--- config.mk ---
export PLATFORM = sky130hd
export DESIGN_NAME = mem_ctrl
export DESIGN_NICKNAME = d
export VERILOG_FILES = /design/src/rtl/mem_ctrl.sv
export SDC_FILE = /design/constraint.sdc
export NUM_CORES = 1
export LEC_CHECK = 0
export CAP_MARGIN = 20
export CORE_ASPECT_RATIO = 1.5
export CORE_MARGIN = 8
export CORE_UTILIZATION = 45
export DETAILED_ROUTE_END_ITERATION = 8
export GPL_TIMING_DRIVEN = 0
export PLACE_DENSITY = 0.76
export RECOVER_POWER = 25
export SLEW_MARGIN = 20
export SYNTH_ARGS = -nofsm -noshare
export SYNTH_HDL_FRONTEND = slang
export SYNTH_SLANG_ARGS = --single-unit
--- constraint.sdc ---
create_clock -name clk -period 4.11 [get_ports clk]
set_input_delay 0.822 -clock clk [delete_from_list [all_inputs] [get_ports clk]]
set_output_delay 0.822 -clock clk [all_outputs]
set_load 0.02 [all_outputs]
--- src/rtl/mem_ctrl.sv ---
// mem_ctrl: splits 1/2/4-byte requests into byte-serial memory commands,
// assembling little-endian read data and reporting completion with a one-cycle pulse.
module mem_ctrl #(
   parameter int ADDR_WIDTH = 17,
   parameter int LEN = 32,
   parameter int BYTE_SIZE = 8
) (
   input  logic                  clk,
   input  logic                  rst_n,
   input  logic                  req_valid,
   output logic                  req_ready,
   input  logic [1:0]            req_type,
   input  logic [ADDR_WIDTH-1:0] req_addr,
   input  logic [1:0]            req_size,
   input  logic [LEN-1:0]        req_wdata,
   output logic                  resp_valid,
   output logic [LEN-1:0]        resp_rdata,
   output logic [1:0]            mem_vis_signal,
   output logic [ADDR_WIDTH-1:0] mem_vis_addr,
   output logic [BYTE_SIZE-1:0]  writen_data,
   input  logic [BYTE_SIZE-1:0]  mem_data
);
   localparam logic [1:0] T_IDLE = 2'b00, T_WRITE = 2'b11;
   typedef enum logic [1:0] {IDLE, READ, WRITE, DONE} state_t;
   state_t state, state_nx;
   logic [1:0] typ, last;
   logic [2:0] cnt;
   logic [LEN-1:0] wsh, rdata;
   logic accept;
   assign req_ready = state == IDLE;
   assign resp_valid = state == DONE;
   assign resp_rdata = rdata;
   assign accept = req_valid && req_ready && req_type != T_IDLE;
   always_comb begin
      state_nx = state;
      state_nx = state == IDLE ? (accept ? (req_type == T_WRITE ? WRITE : READ) : IDLE) :
                 state == WRITE ? (cnt == {1'b0, last} ? DONE : WRITE) :
                 state == READ ? (cnt == {1'b0, last} + 3'd1 ? DONE : READ) : IDLE;
   end
   always_ff @(posedge clk or negedge rst_n)
      if (!rst_n) state <= IDLE;
      else state <= state_nx;
   // cnt is the index of the command presented this cycle; reads capture byte cnt-1
   always_ff @(posedge clk or negedge rst_n) begin
      if (!rst_n) begin
         typ <= T_IDLE;
         last <= 2'd0;
         cnt <= 3'd0;
         wsh <= '0;
         rdata <= '0;
         mem_vis_signal <= T_IDLE;
         mem_vis_addr <= '0;
         writen_data <= '0;
      end else if (state == IDLE) begin
         if (accept) begin
            typ <= req_type;
            last <= req_size == 2'b00 ? 2'd0 : req_size == 2'b01 ? 2'd1 : 2'd3;
            cnt <= 3'd0;
            wsh <= req_wdata;
            rdata <= '0;
            mem_vis_signal <= req_type;
            mem_vis_addr <= req_addr;
            writen_data <= req_wdata[BYTE_SIZE-1:0];
         end
      end else if (state == WRITE) begin
         if (cnt == {1'b0, last}) mem_vis_signal <= T_IDLE;
         else begin
            cnt <= cnt + 3'd1;
            mem_vis_addr <= mem_vis_addr + 1'b1;
            wsh <= wsh >> BYTE_SIZE;
            writen_data <= wsh[2*BYTE_SIZE-1:BYTE_SIZE];
         end
      end else if (state == READ) begin
         cnt <= cnt + 3'd1;
         if (cnt != 3'd0) rdata[int'(cnt - 3'd1)*BYTE_SIZE +: BYTE_SIZE] <= mem_data;
         mem_vis_signal <= cnt < {1'b0, last} ? typ : T_IDLE;
         if (cnt < {1'b0, last}) mem_vis_addr <= mem_vis_addr + 1'b1;
      end else mem_vis_signal <= T_IDLE;
   end
endmodule

# Yosys cells after proc, flatten, opt, wreduce, memory -nomap -nowiden
# Cells that the tools add are included.
# totals
ff_bits,100
input_bits,64
# classes
add_sub_neg,5
n_lt_le_gt_ge,1
eq_ne,12
shift,2
muxes,40
reduce_logical,17
# ops
op,n
$mux W32,9
$mux W17,6
$neg A7 Y33,1
$shift A8 B33 Y32 const A,1
$shiftx A8 B33 Y32,1
$bwmux W32,1
$mux W8,4
$mux W2,14
$add A17 B1 Y17 const B,1
$mux W3,5
$reduce_bool A3 Y1,3
$reduce_and A4 Y1,2
$reduce_bool A2 Y1,4
$eq A2 B2 Y1 const B,3
$reduce_and A3 Y1,2
$eq A2 B1 Y1 const B,2
$logic_not A2 Y1,2
$ne A2 B2 Y1 const B,2
$reduce_and A2 Y1,2
$sub A3 B1 Y4 const B,1
$add A2 B1 Y3 const B,1
$add A3 B1 Y3 const B,1
$eq A3 B2 Y1,1
$eq A3 B3 Y1,1
other kinds (6),7

# Depth between registers and ports, before layout
# Gate-level depths: netlist of run 1.
# logic_depth
depth_word,8
mapped_depth,12

# Worst setup path after synthesis of run 1
# OpenSTA, ideal clock, no wires.
# synth_path
path_type,reg2reg
startpoint,register cnt[0]
endpoint,register rdata[0] (netlist: resp_rdata[0])
setup_ps,121
t_arrival_ps,2565
slack_ps,1424
path_stages_with_launch,11
path_buffers,1
period_less_slack_ps,2686
cell_sequence,dfrtp_1 -> clkbuf_1 -> inv_1 -> ha_1 -> xnor2_2 -> nand3_1 -> ha_1 -> or4b_1 -> nor3_2 -> o21ai_2 -> a22o_1
# synth_between
elab_chain_cells,8
elab_cells_between_ends,12
cone_classes,2 x add/sub; 2 x shift; 5 x mux; 3 x reduce/logical
# synth_rtl
item,line,rtl
"start, declared",27,logic [2:0] cnt;
"start signal, assigned",68,cnt <= cnt + 3'd1;
"start signal, assigned",74,cnt <= cnt + 3'd1;
$sub A3 B1 Y4,75,if (cnt != 3'd0) rdata[int'(cnt - 3'd1)*BYTE_SIZE +: BYTE_SIZE] <= mem_data;
$neg A7 Y33,75,
$shiftx A8 B33 Y32 / $shift A8 B33 Y32 (equally long branches),75,
$bwmux W32,75,
$mux W32,75,
$mux W32,73,end else if (state == READ) begin
$mux W32,65,end else if (state == WRITE) begin
$mux W32,54,end else if (state == IDLE) begin
"end signal, assigned by index",75,
"end, declared",28,"logic [LEN-1:0] wsh, rdata;"
# Parallel ways exist; a longest one is shown, timed or not. The select of a mux whose other input is x is not followed.
# A chain may end at the register's enable or synchronous reset.

# Worst setup path after layout of run 1
# layout_path
startpoint,register state[1]
endpoint,output req_ready
# layout_between
elab_chain_cells,1
# layout_rtl
item,line,rtl
"start, declared",25,"state_t state, state_nx;"
"start signal, assigned",42,else state <= state_nx;
$logic_not A2 Y1,30,assign req_ready = state == IDLE;
"end, declared",11,"output logic req_ready,"
# Every way passes these cells.

==> results.txt, run 1 <==
The residual antenna-violating net count after detailed routing is 0. By startpoint and endpoint, the worst setup path is classified as register to primary output. The number of enable flip-flop cells after synthesis is 0.

The maximum achievable frequency is 293.4 MHz. In this run the static leakage power is 0.002782 uW. CTS saw 92 sinks. The effective utilization at floorplan came out at 45.77%. The via total after detailed routing is 4,169. Across the run, the number of max-cap violations was 1.

The worst path required time is 3.29 ns. The maximum ir drop on the vdd rail came out at 336.9 uV. The clock tree from TritonCTS is done.

The fraction of post-synthesis cell area in the top cell type by area came out at 49.91%. The hold path startpoint is typ[0]$_DFFE_PN0P_. The slew at the pin with the worst max-slew slack came out at 2.284 ns. The average wire per cell in the routed design came out at 17.66 um. The net switching power came out at 2125 uW. Net switching is 42.81% of the power. The total placed instance area is 6010 um2.

The initialized floorplan defines 45 standard-cell rows. Summed over all instances, the cell type with the most area after synthesis is sky130_fd_sc_hd__dfrtp_1. In this run, CTS created clock tree buffers numbering 9.

The part of the cycle the worst path needs came out at 82.94%. The power per cell area came out at 788.8 nW/um2. The cell-internal power came out at 2838 uW. The number of cells on the worst reg-to-reg path is 10. Across all register-to-register paths, the minimum setup slack is 1.01 ns.

The total length of routed wires is 12.93 mm. In this run, the clock network consumes 16.0% of the power. The worst clock skew on the final layout came out at 0.006652 ns. The sequential cell area fraction in the yosys report came out at 49.91%. The total of flip-flops plus latches after synthesis came out at 92. Along the worst hold path, the cell count comes to 2. The worst setup slack after layout is 0.7012 ns. The hold violation total from the final report was 0. The final count of pins violating max slew is 42. The kind of end point of the critical path is a primary output. Timing analysis after detailed placement gives a worst setup slack of 1.047 ns. Among all cell types in the netlist, the one instantiated most often is sky130_fd_sc_hd__dfrtp_1. In this run the critical register-to-register path is captured at resp_rdata[6]$_DFFE_PN0P_.

The area of the mapped netlist is 4613 um2. The largest net degree at the start of global routing is 52. The proportion of synthesized flip-flops having asynchronous set or reset is 100.0%. The mean cell area of the mapped netlist is 9.692 um2. The worst setup path is launched from a register. The number of antenna violations at the first check in global routing is 0.

Setup repair after global routing left no endpoint under its margin. The count of antenna diodes in the layout came out at 0. By area the synthesized netlist is led by sky130_fd_sc_hd__dfrtp_1 50%, sky130_fd_sc_hd__nand2_1 6.1%, sky130_fd_sc_hd__a22o_1 5.9%. The routed design could run at a clock period as short as 3.409 ns. The area of the core is 10,080 um2. In this run the most used layer during global routing was met2.

The hold slack came out at 0.4960 ns. For this run, the number of Yosys warnings is 0. Measured against its own limit, the worst slew margin works out to -52.24%. The post-CTS resize count is 0. The number of fill cells in the layout is 836. Combinational cells account for 53.5% of the total power. The remaining global-route overflow is 0. The final reports fail on capacitance limit, slew limit. The power consumption came out at 4962 uW. The number of cells produced by synthesis is 476. The count of hold buffers inserted by post-cts repair came out at 0. The longest clock path from root to sink contains 2 buffers. The share of cells above drive strength 1 came out at 10.08%. The relative contribution of sequential cells to total power is 30.5%. The area enclosed by the die boundary came out at 13,810 um2. The number of endpoints failing setup at the final stage is 0. The net total in the final layout came out at 687. The first TritonRoute pass finished after 6 iterations. CTS built an H-tree with a depth of 3. By count the netlist is led by 92 x sky130_fd_sc_hd__dfrtp_1, 75 x sky130_fd_sc_hd__nand2_1, 35 x sky130_fd_sc_hd__nor2_1, 31 x sky130_fd_sc_hd__a22o_1, 29 x sky130_fd_sc_hd__a31oi_1. In this run the critical register-to-register path is launched from cnt[0]$_DFFE_PN0P_. The detailed router finished its first iteration with 196 violations. The placer's final routability congestion estimate is 0.8343. For this run, the leading register cell type out of synthesis is sky130_fd_sc_hd__dfrtp_1.

The sum of negative setup slack came out at 0 ns. The clock slew at the register clock pins of the worst setup and hold paths came out at 0.06 ns. The global-route wire length before repair came out at 21.36 mm.

The placed wire-length estimate after detailed placement came out at 9.872 mm. The run finished, with violations left. After routing the design area is 6291 um2. The synthesis-to-finish area growth is 36.37%. The number of global-route vias before repair was 4,330.

The number of nets in the synthesized netlist is 553. The number of distinct standard cells referenced by the synthesized netlist came out at 53. In this run the horizontal extent of the chip is 98.67 um. The fraction of met2 tracks used by global routing is 33.51%. The global routing usage summed across all routing layers is 19.04%. For met1 alone, demand over resource in global routing was 21.23%. Measured along the y axis, the die boundary spans 140.0 um. The number of vias per cell after detailed routing is 5.695. The met3 track demand over resource is 5.456%.

The quantity of I/O buffers inserted on ports is 122. 125 I/O pins were placed. The latest clock arrival within the worst-skew pair is 0.34 ns. The total setup buffers inserted after CTS came out at 0. The root buffer cell chosen for the clock tree is sky130_fd_sc_hd__clkbuf_16.

The path with the worst hold slack has its endpoint at typ[0]$_DFFE_PN0P_. The largest driver fanout on the critical path is 10. The post-detailed-route DRC marker count came out at 0.

The tightest min-delay check is of the register to register type. The data arrival time of the critical path came out at 2.59 ns.
## critical path, cell delays in order, from the launching register on
cell	delay (ns)
sky130_fd_sc_hd__dfrtp_1	0.36
sky130_fd_sc_hd__buf_2	0.18
sky130_fd_sc_hd__or2_1	0.24
sky130_fd_sc_hd__buf_4	0.17
sky130_fd_sc_hd__clkinv_4	0.09
sky130_fd_sc_hd__buf_2	0.29
sky130_fd_sc_hd__buf_2	0.27
sky130_fd_sc_hd__clkdlybuf4s50_1	0.64
## routing by layer
layer,vias up,part of all wire (%)
met5,-,0
met4,0,2.1
met3,30,6.5
met2,181,52
met1,2001,39
li1,1957,-
## kinds of logic after synthesis
family | synth area share, %
simple gates | 16.84
compound gates | 21.29
flops | 49.91
buf+inv | 6.510
fa+ha+maj | 3.526
xor+xnor | 1.492
mux | 0.4340
## how the worst max path moves through the flow
| stage | startpoint | end | slack [ns] |
|---|---|---|---|
| 5_1_grt | state[1]$_DFF_PN0_ | req_ready | 0.59 |
| 4_1_cts | state[0]$_DFF_PN0_ | req_ready | 0.70 |
| 3_5_place_dp | cnt[0]$_DFFE_PN0P_ | resp_rdata[6]$_DFFE_PN0P_ | 1.05 |
| 3_3_place_gp | rst_n | wsh[20]$_DFFE_PN0P_ | -1.09 |
| 6_report | state[1]$_DFF_PN0_ | req_ready | 0.70 |
| 2_1_floorplan | cnt[0]$_DFFE_PN0P_ | resp_rdata[0]$_DFFE_PN0P_ | 1.42 |
## area by class of cell
type | instances | area, um2 | share of cell area, %
clock inverters | 5 | 36.28 | 0.5768
clock buffers | 11 | 252.7 | 4.017
well taps | 117 | 146.4 | 2.327
inverters | 14 | 57.56 | 0.9149
multi-input cells | 330 | 2011 | 31.96
plain buffers | 40 | 242.7 | 3.858
repair buffers | 123 | 1242 | 19.75
flip-flops and latches | 92 | 2302 | 36.60
## power by group through the flow
stage	Clock (uW)	Combinational, uW	Sequential (uW)
floorplan	0	1580	1650
global route	847	2910	1560
finish	794	2650	1520
CTS	812	2670	1510
global placement	0	2580	1510
detailed placement	0	2660	1520
## layout by cell type, fill, tap and decap left out, types with 2 or more instances in the layout
cell                              Yosys  final
sky130_fd_sc_hd__clkinv_4             1      4
sky130_fd_sc_hd__buf_4               12     12
sky130_fd_sc_hd__o21ai_0             15     15
sky130_fd_sc_hd__dfrtp_1             92     92
sky130_fd_sc_hd__clkbuf_8             0      2
sky130_fd_sc_hd__o31ai_1              2      2
sky130_fd_sc_hd__nor2b_1              4      4
sky130_fd_sc_hd__a21o_1               4      4
sky130_fd_sc_hd__nand4_1              2      2
sky130_fd_sc_hd__a22o_1              31     31
sky130_fd_sc_hd__clkbuf_1             8      9
sky130_fd_sc_hd__buf_6                4      4
sky130_fd_sc_hd__clkdlybuf4s50_1      0    121
sky130_fd_sc_hd__a32oi_1              2      2
sky130_fd_sc_hd__a2bb2oi_1            3      3
sky130_fd_sc_hd__o22ai_1              8      8
sky130_fd_sc_hd__buf_1                2      2
sky130_fd_sc_hd__buf_2               14     14
sky130_fd_sc_hd__inv_1               13     13
sky130_fd_sc_hd__xor2_1               5      5
sky130_fd_sc_hd__clkbuf_16            0      9
sky130_fd_sc_hd__nor3_1               4      4
sky130_fd_sc_hd__mux2i_1              2      2
sky130_fd_sc_hd__o21ai_1              8      8
sky130_fd_sc_hd__a32o_1               2      2
sky130_fd_sc_hd__and3_1               6      6
sky130_fd_sc_hd__a21oi_1             24     24
sky130_fd_sc_hd__or3_1                2      2
sky130_fd_sc_hd__nand2_1             75     75
sky130_fd_sc_hd__nand3_1             23     23
sky130_fd_sc_hd__nor2_1              35     35
sky130_fd_sc_hd__and2_1               4      4
sky130_fd_sc_hd__o21ai_2              5      5
sky130_fd_sc_hd__clkinv_2             0      2
sky130_fd_sc_hd__nor3_2               2      2
sky130_fd_sc_hd__a31oi_1             29     29
sky130_fd_sc_hd__ha_1                13     13
## through the flow
step / std cells / utilization (%)
6_report: 732 / 62.42
5_1_grt: 732 / 62.42
4_1_cts: 732 / 62.50
3_5_place_dp: 716 / 59.63
3_3_place_gp: 715 / 59.34
2_1_floorplan: 476 / -
## registers in the layout (all words and copies together) (netlist names)
| register | count |
|---|---|
| writen_data | 7 |
| typ | 2 |
| state | 2 |
| last | 2 |
| wsh | 25 |
| mem_vis_signal | 2 |
| cnt | 3 |
| mem_vis_addr | 17 |
| resp_rdata | 32 |
(Power assumes the default switching activity.)
==> inputs of run 2 (changes only) <==
Clock period 4.11 ns to 3.5 ns, I/O delays scaled along.
==> results of run 2 <==
Same layout as run 1 (identical final DEF). Status: complete, but fails checks: capacitance limit, slew limit.
Main changes from that run: setup slack after placement 1.047 ns -> 0.4370 ns; setup slack after layout 0.7012 ns -> 0.2132 ns; register-to-register setup slack 1.01 ns -> 0.40 ns; total power 4962 uW -> 5827 uW; worst IR drop on VDD 336.9 uV -> 395.6 uV
==> inputs of run 3 (changes only) <==
Settings changed: CAP_MARGIN 20 to not set, CORE_UTILIZATION 45 to 44, PLACE_DENSITY 0.76 to 0.78.
Clock period 3.5 ns to 2.75 ns, I/O delays scaled along.
==> run 3 against run 2 <==
Effect of this change: the flow now finishes without violations; register-to-register slack worse by 0.26 ns; cell count is 3.7% higher; total power is 30% higher; sequential power is 26% higher; critical path depth is 3 higher; setup slack worse by 0.070 ns; sequential share of layout area is 0.31 points lower; non-clock buffer count is 2 higher; clock-buffer cell count stayed put; first-iteration DRC count is 8.7% higher; critical endpoint is now resp_rdata[0]$_DFFE_PN0P_; largest cell class unchanged; highest routed layer unchanged.
==> results.txt, run 3 (same netlist as run 1, synthesis figures left out) <==
The number of buffers between clock root and the deepest sink is 2 (unchanged). The clock slew at the register clock pins of the worst setup and hold paths is 0.07 ns (about the same). The area enclosed by the die boundary is 14,080 um2 (+2.0%). The slew at the pin with the worst max-slew slack was 1.159 ns (-1.125 ns).

The largest net degree at the start of global routing came to 48 (-7.7%). The remaining global-route overflow came out at 0 (unchanged). The total I/O pin count is 125 (unchanged).

The worst clock skew on the final layout came out at 0.01099 ns (+0.004343 ns). The average wire per cell in the routed design is 17.46 um (-1.1%). The initial detailed-routing violation count came out at 213 (+8.7%). The worst slew slack as a fraction of its limit is 22.73% (+75 points). The die span in y was 141.4 um (+1.0%). The total CTS buffers is 9 (unchanged). The part of the total power dissipated in the clock network came out at 16.7% (+0.7 points). The total placed instance area is 6040 um2 (+0.50%). The width of the die is 99.61 um (+0.95%). The utilization of the core after routing is 60.97% (-1.5 points). The root buffer cell chosen for the clock tree is sky130_fd_sc_hd__clkbuf_16.

Leaving out fill and tap cells, the most frequent cells in the layout are 120 x sky130_fd_sc_hd__clkdlybuf4s50_1, 90 x sky130_fd_sc_hd__dfrtp_1, 75 x sky130_fd_sc_hd__nand2_1, 35 x sky130_fd_sc_hd__nor2_1, 31 x sky130_fd_sc_hd__a22o_1. The number of flip-flops under the largest register name is 32 (unchanged). Setup repair after global routing left no endpoint under its margin. The global routing usage summed across all routing layers is 19.09% (+0.053 points). The effective utilization at floorplan came to 44.28% (-1.5 points). The number of max-cap violations is 0 (-1).

The type of the worst min-delay path is input pin to async pin. The minimum clock period after layout is 2.606 ns. The largest driver fanout on the critical path came out at 7 (-3). The total number of H-tree levels came out at 3 (unchanged). The worst register-to-register path ends at resp_rdata[0]$_DFFE_PN0P_.

The count of antenna diodes in the layout is 0 (unchanged). In this run the critical register-to-register path is launched from cnt[0]$_DFFE_PN0P_. The number of iterations in the first detailed-routing pass came to 5 (-1).

The slack of the worst reg-to-reg path is 0.14 ns. The sum of negative setup slack came out at 0 ns (unchanged). The residual antenna-violating net count after detailed routing is 0 (unchanged).

The clock tree from TritonCTS is done. The net total in the final layout came out at 689 (+0.29%). The share of cells above drive strength 1 came out at 11.06% (+0.98 points). The total length of routed wires is 13.25 mm (+2.5%). The worst setup path is of the register to register kind. The fraction of power consumed by combinational cells was 53.6% (about the same). The final count of pins violating max slew is 0 (-100%).

The run finished with clean final reports. The number of global-route vias before repair is 4,320 (-0.23%). The floorplan row count came out at 46 (+2.2%). The area of the core is 10,420 um2 (+3.4%). The number of antenna violations at the first check in global routing came to 0 (unchanged). The worst setup path is launched from a register.

The cell area after layout came out at 6351 um2 (+0.95%). The post-detailed-route DRC marker count is 0 (unchanged). The latest clock arrival within the worst-skew pair is 0.34 ns (about the same). The relative contribution of sequential cells to total power is 29.8% (-0.7 points). The switching part of the total came out at 42.42%.

The power per cell area came out at 1192 nW/um2. The path depth of the worst reg2reg path was 10 (unchanged). Relative to the synthesized area, the layout overhead comes to 37.67%. Across the VDD grid, the largest voltage drop is 592.2 uV. The cell-internal power came out at 4361 uW.

The global-route wire length before repair was 21.56 mm (+0.90%). The quantity of I/O buffers inserted on ports is 122 (unchanged). The maximum achievable frequency came out at 383.7 MHz. The via total after detailed routing came to 4,126 (-1.0%). The number of endpoints failing setup at the final stage came out at 0 (unchanged). The number of vias per cell after detailed routing was 5.436 (-4.6%). The placer's final routability congestion estimate came to 0.8348 (about the same).

Leaving out fill and tap cells, the most frequent cell in the layout is sky130_fd_sc_hd__clkdlybuf4s50_1. The part of the cycle the worst path needs is 94.77%. The placed wire-length estimate after detailed placement came out at 10.05 mm (+1.8%). The worst setup slack after layout is 0.1437 ns.

The net switching power came out at 3213 uW. The kind of end point of the critical path is a register. The data arrival time of the critical path came to 2.88 ns (+0.29 ns).

The hold violation total from the final report is 0 (unchanged). At the placement stage, the worst setup path has a slack of -0.4263 ns. The worst path required time is 3.03 ns. The leakage power total was 0.002795 uW (+0.48%).

The CTS sink count is 92 (unchanged).
run 3: worst max path at each step:
stage                                   from                          to  slack, ns  cells after the start
after CTS                 cnt[1]$_DFFE_PN0P_   resp_rdata[0]$_DFFE_PN0P_       0.05                      8
after global routing                   rst_n          cnt[1]$_DFFE_PN0P_       0.01                      2
final                     cnt[0]$_DFFE_PN0P_   resp_rdata[0]$_DFFE_PN0P_       0.14                     10
after floorplan           cnt[0]$_DFFE_PN0P_   resp_rdata[0]$_DFFE_PN0P_       0.06                     10
after detailed placement  cnt[0]$_DFFE_PN0P_  resp_rdata[24]$_DFFE_PN0P_      -0.43                     10
after global placement                 rst_n         wsh[28]$_DFFE_PN0P_      -2.13                      1
run 3: cell type report:
| class | instances | area (um2) |
|---|---|---|
| Fill cell | 910 | 4066 |
| Sequential cell | 92 | 2305 |
| Multi-Input combinational cell | 330 | 2024 |
| Timing Repair Buffer | 127 | 1250 |
| Clock buffer | 11 | 252.7 |
| Buffer | 38 | 234.0 |
| Tap cell | 144 | 180.2 |
| Inverter | 14 | 57.56 |
| Clock inverter | 3 | 47.55 |
run 3: metrics by stage:
| stage | hold slack, ns | instances | total power [uW] |
|---|---|---|---|
| detailed placement | 0.4710 | 743 | 6262 |
| CTS | 0.2344 | 756 | 7580 |
| global route | 0.5191 | 759 | 8070 |
| finish | 0.4191 | 759 | 7574 |
| floorplan | 0.2544 | 476 | 4820 |
| global placement | 0.4637 | 742 | 6105 |
run 3: power groups by stage:
stage	logic, uW	registers, uW	clock network (uW)
global route	4420	2310	1340
floorplan	2360	2460	0
finish	4060	2250	1260
global placement	3850	2250	0
CTS	4040	2260	1280
detailed placement	3980	2280	0
run 3: metal layers:
| layer | track usage [%] | share of wire [%] |
|---|---|---|
| met1 | 20.30 | 38 |
| met2 | 35.06 | 53 |
| met3 | 4.855 | 6.5 |
| met4 | 7.126 | 1.9 |
| met5 | 0 | 0 |
run 3: repair_timing:
item	CTS	global route
setup endpoints to repair	33	16
gates resized for setup	4	2
hold buffers	0	0
setup buffers	1	3
gates cloned	0	0
run 3: critical path: stages, from the launching register on:
cell and delay (ns):
sky130_fd_sc_hd__dfrtp_2 0.41, sky130_fd_sc_hd__inv_1 0.15, sky130_fd_sc_hd__ha_2 0.24, sky130_fd_sc_hd__xnor2_2 0.14, sky130_fd_sc_hd__nand3_1 0.15, sky130_fd_sc_hd__ha_1 0.30, sky130_fd_sc_hd__or4b_1 0.44, sky130_fd_sc_hd__nor3_2 0.21
sky130_fd_sc_hd__and2_1 0.17, sky130_fd_sc_hd__buf_2 0.18, sky130_fd_sc_hd__a22o_1 0.15
==> variant 1, RTL diff (flow settings as in run 1) <==
Re-encode `state_t` (4 states) as Gray code, 2 bits wide.
--- a/src/rtl/mem_ctrl.sv
+++ b/src/rtl/mem_ctrl.sv
@@ -21,7 +21,7 @@
    input  logic [BYTE_SIZE-1:0]  mem_data
 );
    localparam logic [1:0] T_IDLE = 2'b00, T_WRITE = 2'b11;
-   typedef enum logic [1:0] {IDLE, READ, WRITE, DONE} state_t;
+   typedef enum logic [1:0] {IDLE = 2'b00, READ = 2'b01, WRITE = 2'b11, DONE = 2'b10} state_t;
    state_t state, state_nx;
    logic [1:0] typ, last;
    logic [2:0] cnt;
Check against the original RTL: same outputs for any inputs over 4 cycles, from zero or initial values and one cycle with rst_n low; so few cycles prove little.
==> variant 1 against run 1 <==
  * Wire length grew 0.81%
  * Area after synthesis grew 1.1%
  * Via count shrank 3.8%
  * The run still ends with capacitance limit, slew limit left
  * Setup slack lost 240 ps
  * Design area grew 0.74%
  * Power grew 0.70%
  * Critical path depth grew 5
  * Sequential cell count is the same
  * Register-to-register slack lost 540 ps
  * Critical path type is now register to register
  * Highest routed layer unchanged
==> variant 1: results (changes against run 1) <==
Signal buf overhead=0.221 (-0.0151); crit path max-delay cell type=or4b_2; worst-case reg-to-reg path depth=12 (+2); Logic inverters=12 (-2); sequential cells=92 (unchanged); share of cells above drive strength 1=0.0855 (-0.0153); Leakage Power=2.82 nW (+1.5%); Slew Viols, Final=34 (-19%); sequential share of cell area=0.363 (-0.00267); clk cell area share=0.0452 (-0.000730); failing checks=capacitance limit, slew limit; Util after Layout=0.625 (+0.00110); GPL Wtd Cong=0.859 (+3.0%); met3 routed WL=579 um (-32%); GRT Overall Usage=0.191 (+0.00109); Multi-input gate area=2160 um^2 (+7.3%); CP delay by family, top=simple AND/OR/NAND/NOR gates; Netlist cell types=52 (-1.9%); CP Max Fanout=9 (-1); post-synthesis sequential area ratio=0.494 (-0.00536); Max Cap Viol=2 (+1); Iter 0 DRT Violations=160 (-18%); layout clock buffer count=10 (-1); met2 routed WL=6950 um (+3.3%); first-pass GRT wire length=21300 um (-0.29%); drt via density=5.71 (+0.27%); status=finished, violations left; Place WS=220 ps (-826 ps); comb_multi_in=310 (-6.1%); clk_skew=9.01 ps (+2.36 ps); Non-clk bufs=155 (-4.9%); Crit path largest cell delay=580 ps (-60 ps); Post-synth top cells=dfrtp_1, nand2_1, o21ai_0, a22o_1, mux2i_1; critical path type=register to register; met2 GRT Util=0.338 (+0.00308); Inst Count DP=686 (-4.2%); M3 GR Usage=0.0522 (-0.00232); Arr. time, crit path=3900 ps (+1310 ps); largest cells by area after synthesis=dfrtp_1, a22o_1, mux2i_1; first-pass detailed-route iteration total=5 (-1); actual slew at the worst max-slew pin=1750 ps (-535 ps)
-- variant 1: cell count changes in the layout (fill, tap and decap cells not counted), moves of 16 or more --
| cell | before | now |
|---|---|---|
| a31oi_1 | 29 | 1 |
| mux2i_1 | 2 | 27 |
| nand2_1 | 75 | 48 |
| nand3_1 | 23 | 7 |
| nor2_1 | 35 | 17 |
| o21ai_0 | 15 | 47 |
-- variant 1: power by group through the flow --
stage,sequential (mW),combinational (mW),clock [mW]
2_1_floorplan,1.65,1.62,0
3_3_place_gp,1.52,2.61,0
3_5_place_dp,1.53,2.70,0
4_1_cts,1.52,2.71,0.807
5_1_grt,1.57,2.96,0.846
6_report,1.53,2.68,0.788
-- variant 1: cell families (layout without fill, tap and decap cells) --
logic type,after synthesis,after routing,synth area share
fa+ha+maj,17,17,0.0456
flops,92,92,0.494
mux,29,29,0.0628
compound gates,136,136,0.197
simple gates,123,123,0.145
buf+inv,42,183,0.0437
xor+xnor,5,5,0.0123
==> variant 2, RTL diff (settings of run 1) <==
Without the edit above. Set the parameter `LEN` to 64 (it was 32).
--- a/src/rtl/mem_ctrl.sv
+++ b/src/rtl/mem_ctrl.sv
@@ -2,7 +2,7 @@
 // assembling little-endian read data and reporting completion with a one-cycle pulse.
 module mem_ctrl #(
    parameter int ADDR_WIDTH = 17,
-   parameter int LEN = 32,
+   parameter int LEN = 64,
    parameter int BYTE_SIZE = 8
 ) (
    input  logic                  clk,
Interface: changed (resized req_wdata and resp_rdata); port bits go from 125 to 189. No check against the original RTL was run, so the function may have changed too.
==> variant 2 against run 1 <==
  * The run still ends with capacitance limit, slew limit left
  * Design area increased by 63%
  * Highest routed layer unchanged
  * Area after synthesis increased by 62%
  * Critical path depth increased by 3
  * Largest cell class unchanged
  * Power increased by 57%
  * Wire length increased by 71%
  * Largest power group unchanged
  * Utilization increased by 0.48 points
  * Setup slack got worse by 71 ps
  * Sequential cell count increased by 64
==> variant 2: results (changes against run 1) <==
status=finished, violations left; failing checks=capacitance limit, slew limit; HPWL Detailed=16800 um (+70%); Worst Min Path Start=wsh[60]; share of cells above drive strength 1=0.0788 (-0.0220); Arr. time, crit path=3750 ps (+1160 ps); Finished Layout Cells=1209 (+65%); Detailed Route WL=22200 um (+71%); Max VDD drop=0.000407 V (+21%); post-synthesis net count=892 (+61%); NetSw=3.33 mW (+57%); clock buffer depth=2 (unchanged); GR Util met1=0.242 (+0.0294); Place WS=640 ps (-407 ps); pin count of the biggest net entering global routing=82 (+58%); Slew Viols, Final=81 (+93%); M3 GR Usage=0.0489 (-0.00566); reg2reg setup slack=630 ps (-380 ps); end of the worst register-to-register path=resp_rdata[24]; # H-tree levels=4 (+1); CP delay by family, top=compound AO/OA/AOI/OAI gates; clk_skew=16.9 ps (+10.3 ps); crit path max-delay cell type=or4b_4; CP Max Fanout=11 (+1); Crit path largest cell delay=570 ps (-70 ps); post-synthesis sequential area ratio=0.523 (+0.0236); largest cells by area after synthesis=dfrtp_1, nand2_1, a31oi_1; CTS buffer count=17 (+8); Max Cap Viol=1 (unchanged); # port buffers=188 (+54%); Leakage Power=4.62 nW (+66%); Slew HR=-0.356 (+0.166); minimum clock period=3480 ps (+71.4 ps); Netlist cell types=55 (+3.8%); Post-DP Area=9640 um^2 (+60%); first-pass detailed-route iteration total=5 (-1)
-- variant 2: logic make-up (layout without fill, tap and decap cells) --
logic type      Yosys count  count (layout)  synth area share
fa+ha+maj                14              14            0.0235
mux                      21              21            0.0286
compound gates          180             180             0.176
simple gates            321             321             0.189
xor+xnor                  6               6            0.0109
flops                   156             156             0.523
buf+inv                  84             305            0.0494
-- variant 2: worst max-delay path by stage --
| stage | to | from | cells after the start |
|---|---|---|---|
| after floorplan | resp_rdata[24] | cnt[0] | 10 |
| after detailed placement | resp_rdata[62] | cnt[0] | 10 |
| after global routing | resp_rdata[24] | cnt[0] | 10 |
| after global placement | resp_rdata[5] | rst_n | 1 |
| after CTS | resp_rdata[62] | cnt[0] | 10 |
| final | resp_rdata[24] | cnt[0] | 10 |
-- variant 2: final cells by class --
type	count	area [um^2]
Inverter	32	120
Clock inverter	15	170
Sequential cell	156	3900
Multi-Input combinational cell	542	3200
Tap cell	206	258
Clock buffer	17	425
Timing Repair Buffer	189	1900
Buffer	52	249
Fill cell	1392	6030
-- variant 2: per-layer routing --
metal / vias to the layer above / routed length [um]
li1: 3178 / -
met1: 3194 / 8710
met4: 0 / 476
met5: - / 0
met2: 204 / 11700
met3: 33 / 1290
-- variant 2: power by group through the flow --
stage	Sequential, mW	Combinational (mW)	Clock, mW
floorplan	2.63	2.24	0
global placement	2.47	3.67	0
detailed placement	2.48	3.74	0
CTS	2.46	3.76	1.60
global route	2.54	4.12	1.66
finish	2.46	3.73	1.58
-- variant 2: worst min-delay path, stage by stage, from the launching register on --
cell and delay, ps:
dfrtp_1 350, nand2_1 50, nand2_1 50
